==> config.mk <==
export PLATFORM = sky130hd
export DESIGN_NAME = crc_ram_reader
export DESIGN_NICKNAME = d
export VERILOG_FILES = /design/src/rtl/crc_ram_pkg.sv /design/src/rtl/crc_ram_valid_pipe.sv /design/src/rtl/crc_ram_reader.sv
export SDC_FILE = /design/constraint.sdc
export NUM_CORES = 1
export LEC_CHECK = 0
export CAP_MARGIN = 10
export CORE_MARGIN = 2
export CORE_UTILIZATION = 40
export DETAILED_ROUTE_END_ITERATION = 12
export PLACE_DENSITY = 0.69
export RECOVER_POWER = 50
export SYNTH_ARGS = -nofsm -noshare
export SYNTH_HDL_FRONTEND = slang
export SYNTH_SLANG_ARGS = --single-unit
export TNS_END_PERCENT = 10
==> constraint.sdc <==
create_clock -name clk_clk -period 3.2 [get_ports clk_clk]
set_clock_uncertainty 0.05 [all_clocks]
set_input_delay 0.48 -clock clk_clk [delete_from_list [all_inputs] [get_ports clk_clk]]
set_output_delay 0.48 -clock clk_clk [all_outputs]
set_load 0.05 [all_outputs]
==> src/rtl/crc_ram_pkg.sv <==
`default_nettype none
// ============================================================================
// Module      : crc_ram_pkg
// Description : Shared types, constants and the byte-wise CRC-16/CCITT-FALSE
//               step used by the CRC buffer RAM reader.
// Contents    : state_t and c_ST_* state encodings, CRC_POLY_DEFAULT,
//               CRC_INIT_DEFAULT, crc16_byte_step().
// Revision    : 1.0 - initial release
// ============================================================================
package crc_ram_pkg;

    localparam logic [15:0] CRC_POLY_DEFAULT = 16'h1021;
    localparam logic [15:0] CRC_INIT_DEFAULT = 16'hFFFF;

    typedef logic [1:0] state_t;

    localparam state_t c_ST_IDLE  = 2'd0;
    localparam state_t c_ST_ISSUE = 2'd1;
    localparam state_t c_ST_DRAIN = 2'd2;
    localparam state_t c_ST_DONE  = 2'd3;

    // MSB-first, unreflected, no final XOR: the byte enters the top of the
    // register and eight polynomial divisions follow.
    function automatic logic [15:0] crc16_byte_step(
        input logic [15:0] crc,
        input logic [7:0]  data_byte,
        input logic [15:0] poly
    );
        logic [15:0] v_crc;
        v_crc = crc ^ {data_byte, 8'h00};
        for (int i = 0; i < 8; i++) begin
            if (v_crc[15]) begin
                v_crc = {v_crc[14:0], 1'b0} ^ poly;
            end else begin
                v_crc = {v_crc[14:0], 1'b0};
            end
        end
        return v_crc;
    endfunction

endpackage
`default_nettype wire

==> src/rtl/crc_ram_valid_pipe.sv <==
`default_nettype none
// ============================================================================
// Module      : crc_ram_valid_pipe
// Description : DEPTH-deep shift register tracking which issued reads have
//               readdata arriving. A 1 pushed with an address emerges on
//               o_valid exactly when the RAM presents the matching byte.
// Ports       : clk, rst_n (async active-low), i_push (read issued this
//               cycle), o_valid (readdata valid this cycle), o_empty (no read
//               remains in flight once the current edge has been taken).
// Revision    : 1.0 - initial release
// ============================================================================
module crc_ram_valid_pipe #(
    parameter int DEPTH = 1
) (
    input  logic clk,
    input  logic rst_n,
    input  logic i_push,
    output logic o_valid,
    output logic o_empty
);

    logic [DEPTH-1:0] r_stages;
    logic [DEPTH-1:0] w_next;

    generate
        if (DEPTH == 1) begin : g_single
            assign w_next = i_push;
        end else begin : g_multi
            assign w_next = {r_stages[DEPTH-2:0], i_push};
        end
    endgenerate

    always_ff @(posedge clk or negedge rst_n) begin
        if (!rst_n) begin
            r_stages <= '0;
        end else begin
            r_stages <= w_next;
        end
    end

    assign o_valid = r_stages[DEPTH-1];
    // Looks one edge ahead so the controller can leave DRAIN on the same
    // edge that consumes the last byte.
    assign o_empty = ~|w_next;

endmodule
`default_nettype wire

==> src/rtl/crc_ram_reader.sv <==
`default_nettype none
// ============================================================================
// Module      : crc_ram_reader
// Description : Avalon-MM read master on one port of the CRC buffer RAM.
//               Streams a contiguous byte range (wrapping modulo the address
//               space) at one read per cycle and computes CRC-16/CCITT-FALSE.
// Ports       : clk_clk, reset_reset_n (async active-low)
//               start, base_addr, length       - request
//               busy, done, crc_out            - status / result
//               mem_address, mem_chipselect, mem_clken, mem_write,
//               mem_writedata, mem_readdata    - RAM port
// Revision    : 1.0 - initial release
// ============================================================================
module crc_ram_reader
    import crc_ram_pkg::*;
#(
    parameter int          ADDR_W       = 8,
    parameter int          DATA_W       = 8,
    parameter int          READ_LATENCY = 1,
    parameter logic [15:0] CRC_POLY     = CRC_POLY_DEFAULT,
    parameter logic [15:0] CRC_INIT     = CRC_INIT_DEFAULT
) (
    input  logic              clk_clk,
    input  logic              reset_reset_n,
    input  logic              start,
    input  logic [ADDR_W-1:0] base_addr,
    input  logic [ADDR_W:0]   length,
    output logic              busy,
    output logic              done,
    output logic [15:0]       crc_out,
    output logic [ADDR_W-1:0] mem_address,
    output logic              mem_chipselect,
    output logic              mem_clken,
    output logic              mem_write,
    output logic [DATA_W-1:0] mem_writedata,
    input  logic [DATA_W-1:0] mem_readdata
);

    localparam logic [ADDR_W:0]   c_MAX_LEN  = {1'b1, {ADDR_W{1'b0}}};
    localparam logic [ADDR_W:0]   c_LEN_ONE  = {{ADDR_W{1'b0}}, 1'b1};
    localparam logic [ADDR_W-1:0] c_ADDR_ONE = {{(ADDR_W-1){1'b0}}, 1'b1};

    state_t            r_state;
    logic [ADDR_W-1:0] r_mem_address;
    logic              r_mem_cs;
    // Reads still to issue after the one currently on the bus.
    logic [ADDR_W:0]   r_remaining;
    logic [15:0]       r_crc;
    logic [15:0]       r_crc_out;

    logic [ADDR_W:0]   w_len;
    logic              w_pipe_valid;
    logic              w_pipe_empty;
    logic [15:0]       w_crc_next;

    assign w_len = (length > c_MAX_LEN) ? c_MAX_LEN : length;

    crc_ram_valid_pipe #(
        .DEPTH (READ_LATENCY)
    ) u_valid_pipe (
        .clk     (clk_clk),
        .rst_n   (reset_reset_n),
        .i_push  (r_mem_cs),
        .o_valid (w_pipe_valid),
        .o_empty (w_pipe_empty)
    );

    assign w_crc_next = w_pipe_valid ? crc16_byte_step(r_crc, mem_readdata, CRC_POLY)
                                     : r_crc;

    always_ff @(posedge clk_clk or negedge reset_reset_n) begin
        if (!reset_reset_n) begin
            r_state       <= c_ST_IDLE;
            r_mem_address <= '0;
            r_mem_cs      <= 1'b0;
            r_remaining   <= '0;
            r_crc         <= CRC_INIT;
            r_crc_out     <= CRC_INIT;
        end else begin
            r_crc <= w_crc_next;
            case (r_state)
                c_ST_IDLE: begin
                    if (start) begin
                        r_mem_address <= base_addr;
                        r_remaining   <= w_len - c_LEN_ONE;
                        r_crc         <= CRC_INIT;
                        if (w_len != '0) begin
                            r_mem_cs <= 1'b1;
                            r_state  <= c_ST_ISSUE;
                        end else begin
                            r_crc_out <= CRC_INIT;
                            r_state   <= c_ST_DONE;
                        end
                    end
                end
                c_ST_ISSUE: begin
                    if (r_remaining == '0) begin
                        r_mem_cs <= 1'b0;
                        r_state  <= c_ST_DRAIN;
                    end else begin
                        r_mem_address <= r_mem_address + c_ADDR_ONE;
                        r_remaining   <= r_remaining - c_LEN_ONE;
                    end
                end
                c_ST_DRAIN: begin
                    // The final byte folds in on this same edge, so capture
                    // the post-update value for the result.
                    if (w_pipe_empty) begin
                        r_crc_out <= w_crc_next;
                        r_state   <= c_ST_DONE;
                    end
                end
                c_ST_DONE: begin
                    r_state <= c_ST_IDLE;
                end
                default: begin
                    r_state <= c_ST_IDLE;
                end
            endcase
        end
    end

    assign busy           = (r_state != c_ST_IDLE);
    assign done           = (r_state == c_ST_DONE);
    assign crc_out        = r_crc_out;
    assign mem_address    = r_mem_address;
    assign mem_chipselect = r_mem_cs;
    assign mem_clken      = busy;
    assign mem_write      = 1'b0;
    assign mem_writedata  = '0;

endmodule
`default_nettype wire

==> flow_summary_export.csv <==
group,metric,value,unit
yosys,synth_top_area_share,26.2,%
finish,final_cells,481,
min_path,hold_path.class,"input pin to async pin",
finish,fin_nets,413,
yosys,synth-xor-area-share,8.00,%
yosys,ys_seq_area_share,42.6,%
clock_tree,cts_tree,"done",
place,placed_cells,473,
yosys,synth_area,0.00320,sq mm
power_and_ir_drop,p_leak,1.60,nW
global_route,grt.overflow.total,0,
clock_tree,post_cts_resized,0,
timing,relSlewSlack,16.6,%
timing,drv_slew,0,
flow_run,timing.max_cap.violations,0,
route,first_pass_iters,4,
timing,max_clock_freq,385,MHz
critical_path,reg2reg_from,"r_state[1]",
clock_tree,h-tree-depth,2,
global_route,antenna_found_initial,0,
critical_path,worstPathRequired,2.67,ns
place,io_buffers,55,
critical_path,crit_path_start_kind,"register",
power_and_ir_drop,p_per_area,1140,mW/mm^2
clock_tree,path_clk_slew,0.09,ns
route,wl_per_cell,13.9,microns
finish,n_antenna_cell,0,
critical_path,ff2ff_path_depth,10,
power_and_ir_drop,ir_drop,0.731,mV
clock_tree,cts_hold_buf,0,
global_route,grt_max_degree,33,
yosys,muxShareOfSynthArea,10.9,%
finish,postLayoutCellArea,0.00387,sq mm
yosys,synth_top_area_cell,"dfstp_2",
yosys,synth_common_cells,"nand2_1 (47), dfstp_2 (32), o21ai_0 (27)",
critical_path,cp_max_fo,6,
floorplanning,dieArea,0.00874,sq mm
floorplanning,die_h,93.5,microns
global_route,grt_pass1_wl,11200,microns
place,place_area,0.00381,sq mm
clock_tree,cts.sinks,53,
timing,worst_pin_slew,1.25,ns
clock_tree,clockBufferDepth,2,
clock_tree,root_buffer,"clkbuf_8",
critical_path,reg2reg_slack,0.80,ns
floorplanning,fp.dieW,93.5,microns
clock_tree,cts_made_buffers,5,
timing,rsz0062_at_grt,"false",
global_route,grt_pass1_vias,2424,
critical_path,cp-end-kind,"output port",
yosys,ys_seq_elements,53,
global_route,grt_use_total,16.1,%
yosys,netlist_instances,326,
yosys,synth_ff_type,"dfstp_2",
timing,min_period,2.60,ns
critical_path,r2r-end,"r_remaining[8]",
timing,tns,0,ns
yosys,yosys.area_share.adder,2.73,%
floorplanning,ios,65,
floorplanning,core,0.00773,sq mm
route,routed-via-count,2466,
yosys,ys_top_cells_by_area,"dfstp_2 (26%), dfrtp_1 (16%), nand2_1 (5.5%)",
floorplanning,start_util,41.5,%
yosys,yosysMostFrequentCell,"nand2_1",
yosys,synth_edf_count,0,
clock_tree,clk_latency,0.30,ns
yosys,synth-simple-area-share,17.6,%
finish,drive_gt1_share,19.3,%
run_status,outcome,"finished clean",
route,drt_iter0_markers,102,
critical_path,setup.worst_path.class,"register to output port",
floorplanning,row_count,32,
route,routed_wl,6690,microns
place,dp_hpwl,4870,microns
critical_path,crit_arrival,2.07,ns
yosys,syn-mean-instance-area,9.83,sq um
yosys,synth_compound_area_share,12.5,%
route,drc,0,
timing,finalCritPeriodShare,81.2,%
place,gp_congestion,0.817,
clock_tree,postCtsSetupBuffers,0,
yosys,yosys_warnings,0,
yosys,ys_async_sr_fraction,100,%
timing,setup_viol,0,
route,vias_per_cell,5.13,
finish,area_delta_synth_final,20.7,%
route,ant_nets,0,
finish,fill_cells,727,
timing,hold_viol,0,
yosys,synth_top_family_by_area,"simple AND/OR/NAND/NOR gates",
yosys,ys_types,50,
==> metal layers <==
metal | share of wire [%] | vias to the layer above | global-route usage, %
met5 | 0 | - | 0
met4 | 1.6 | 0 | 5.39
met3 | 3.6 | 9 | 2.42
met2 | 48 | 46 | 26.8
met1 | 47 | 1194 | 21.4
li1 | - | 1217 | -
==> power breakdown <==
part | switching, mW | leakage (nW) | internal [mW] | total [mW]
combinational | 1.59 | 0.965 | 1.04 | 2.63
clock | 0.215 | 0.0542 | 0.196 | 0.411
sequential | 0.259 | 0.584 | 1.11 | 1.37
==> logic make-up (layout without fill, tap and decap cells) <==
group,after synthesis,after routing
and+or+nand+nor,116,116
other,1,9
adders and majority gates,7,7
DFF,53,53
AOI/OAI and AO/OA,66,66
muxes,29,29
xor gates and xnor gates,25,25
buffers and inverters,29,74
==> worst max-delay path by stage <==
stage	startpoint	end	slack, ns	cells past startpoint
after floorplan	r_state[1]	r_remaining[8]	0.78	12
after global placement	length[8]	r_remaining[8]	0.73	9
after detailed placement	length[8]	r_remaining[8]	0.64	9
after CTS	r_state[0]	busy	0.57	4
after global routing	r_state[0]	busy	0.48	4
final	r_state[0]	busy	0.60	4
==> registers in the layout (all words and copies together), names as in the netlist <==
signal / flops
crc_out: 16
mem_address: 8
mem_chipselect: 1
r_crc: 16
r_remaining: 9
r_state: 2
u_valid_pipe.o_valid: 1
==> placed cells by master, fill, tap and decap left out, drive strengths merged <==
| master | n |
|---|---|
| ha | 7 |
| nor4 | 3 |
| nor2 | 11 |
| dfrtp | 21 |
| nor2b | 1 |
| nand2 | 49 |
| or2b | 1 |
| a21o | 2 |
| nand2b | 7 |
| dfstp | 32 |
| clkdlybuf4s50 | 51 |
| mux2i | 11 |
| o31ai | 1 |
| and4 | 1 |
| o311ai | 1 |
| a31oi | 1 |
| a21oi | 14 |
| inv | 4 |
| a21boi | 1 |
| xor2 | 7 |
| a221o | 1 |
| clkinv | 2 |
| mux2 | 18 |
| o2bb2ai | 1 |
| conb | 9 |
| o21a | 1 |
| o21ai | 32 |
| dlygate4sd3 | 3 |
| or2 | 7 |
| buf | 6 |
| xnor2 | 18 |
| o22ai | 4 |
| nand3 | 26 |
| clkbuf | 8 |
| a22oi | 7 |
| and3 | 4 |
| nor3 | 6 |
==> through the flow <==
stage / hold slack [ns] / util, % / setup WS (ns) / power (mW)
after CTS: 0.106 / 50.6 / 0.566 / 4.50
after global placement: 0.409 / 49.3 / 0.733 / 4.01
after global routing: 0.438 / 50.0 / 0.481 / 4.77
after floorplan: 0.134 / - / 0.780 / 3.42
final: 0.375 / 50.0 / 0.603 / 4.41
after detailed placement: 0.398 / 49.3 / 0.635 / 4.07
==> cell type report <==
type                            count  area (sq um)  area share [%]
Multi-Input combinational cell    252          1650            42.7
Sequential cell                    53          1370            35.3
Timing Repair Buffer               61           602            15.6
Tap cell                          102           128            3.30
Clock buffer                        7          96.3            2.49
Inverter                            5          18.8           0.485
Clock inverter                      1          5.00           0.129
==> critical path: stages, from the launching register on <==
cell	delay (ns)
dfrtp_1	0.40
inv_1	0.10
ha_1	0.24
inv_1	0.18
clkdlybuf4s50_1	0.84
(Power assumes the default switching activity.)
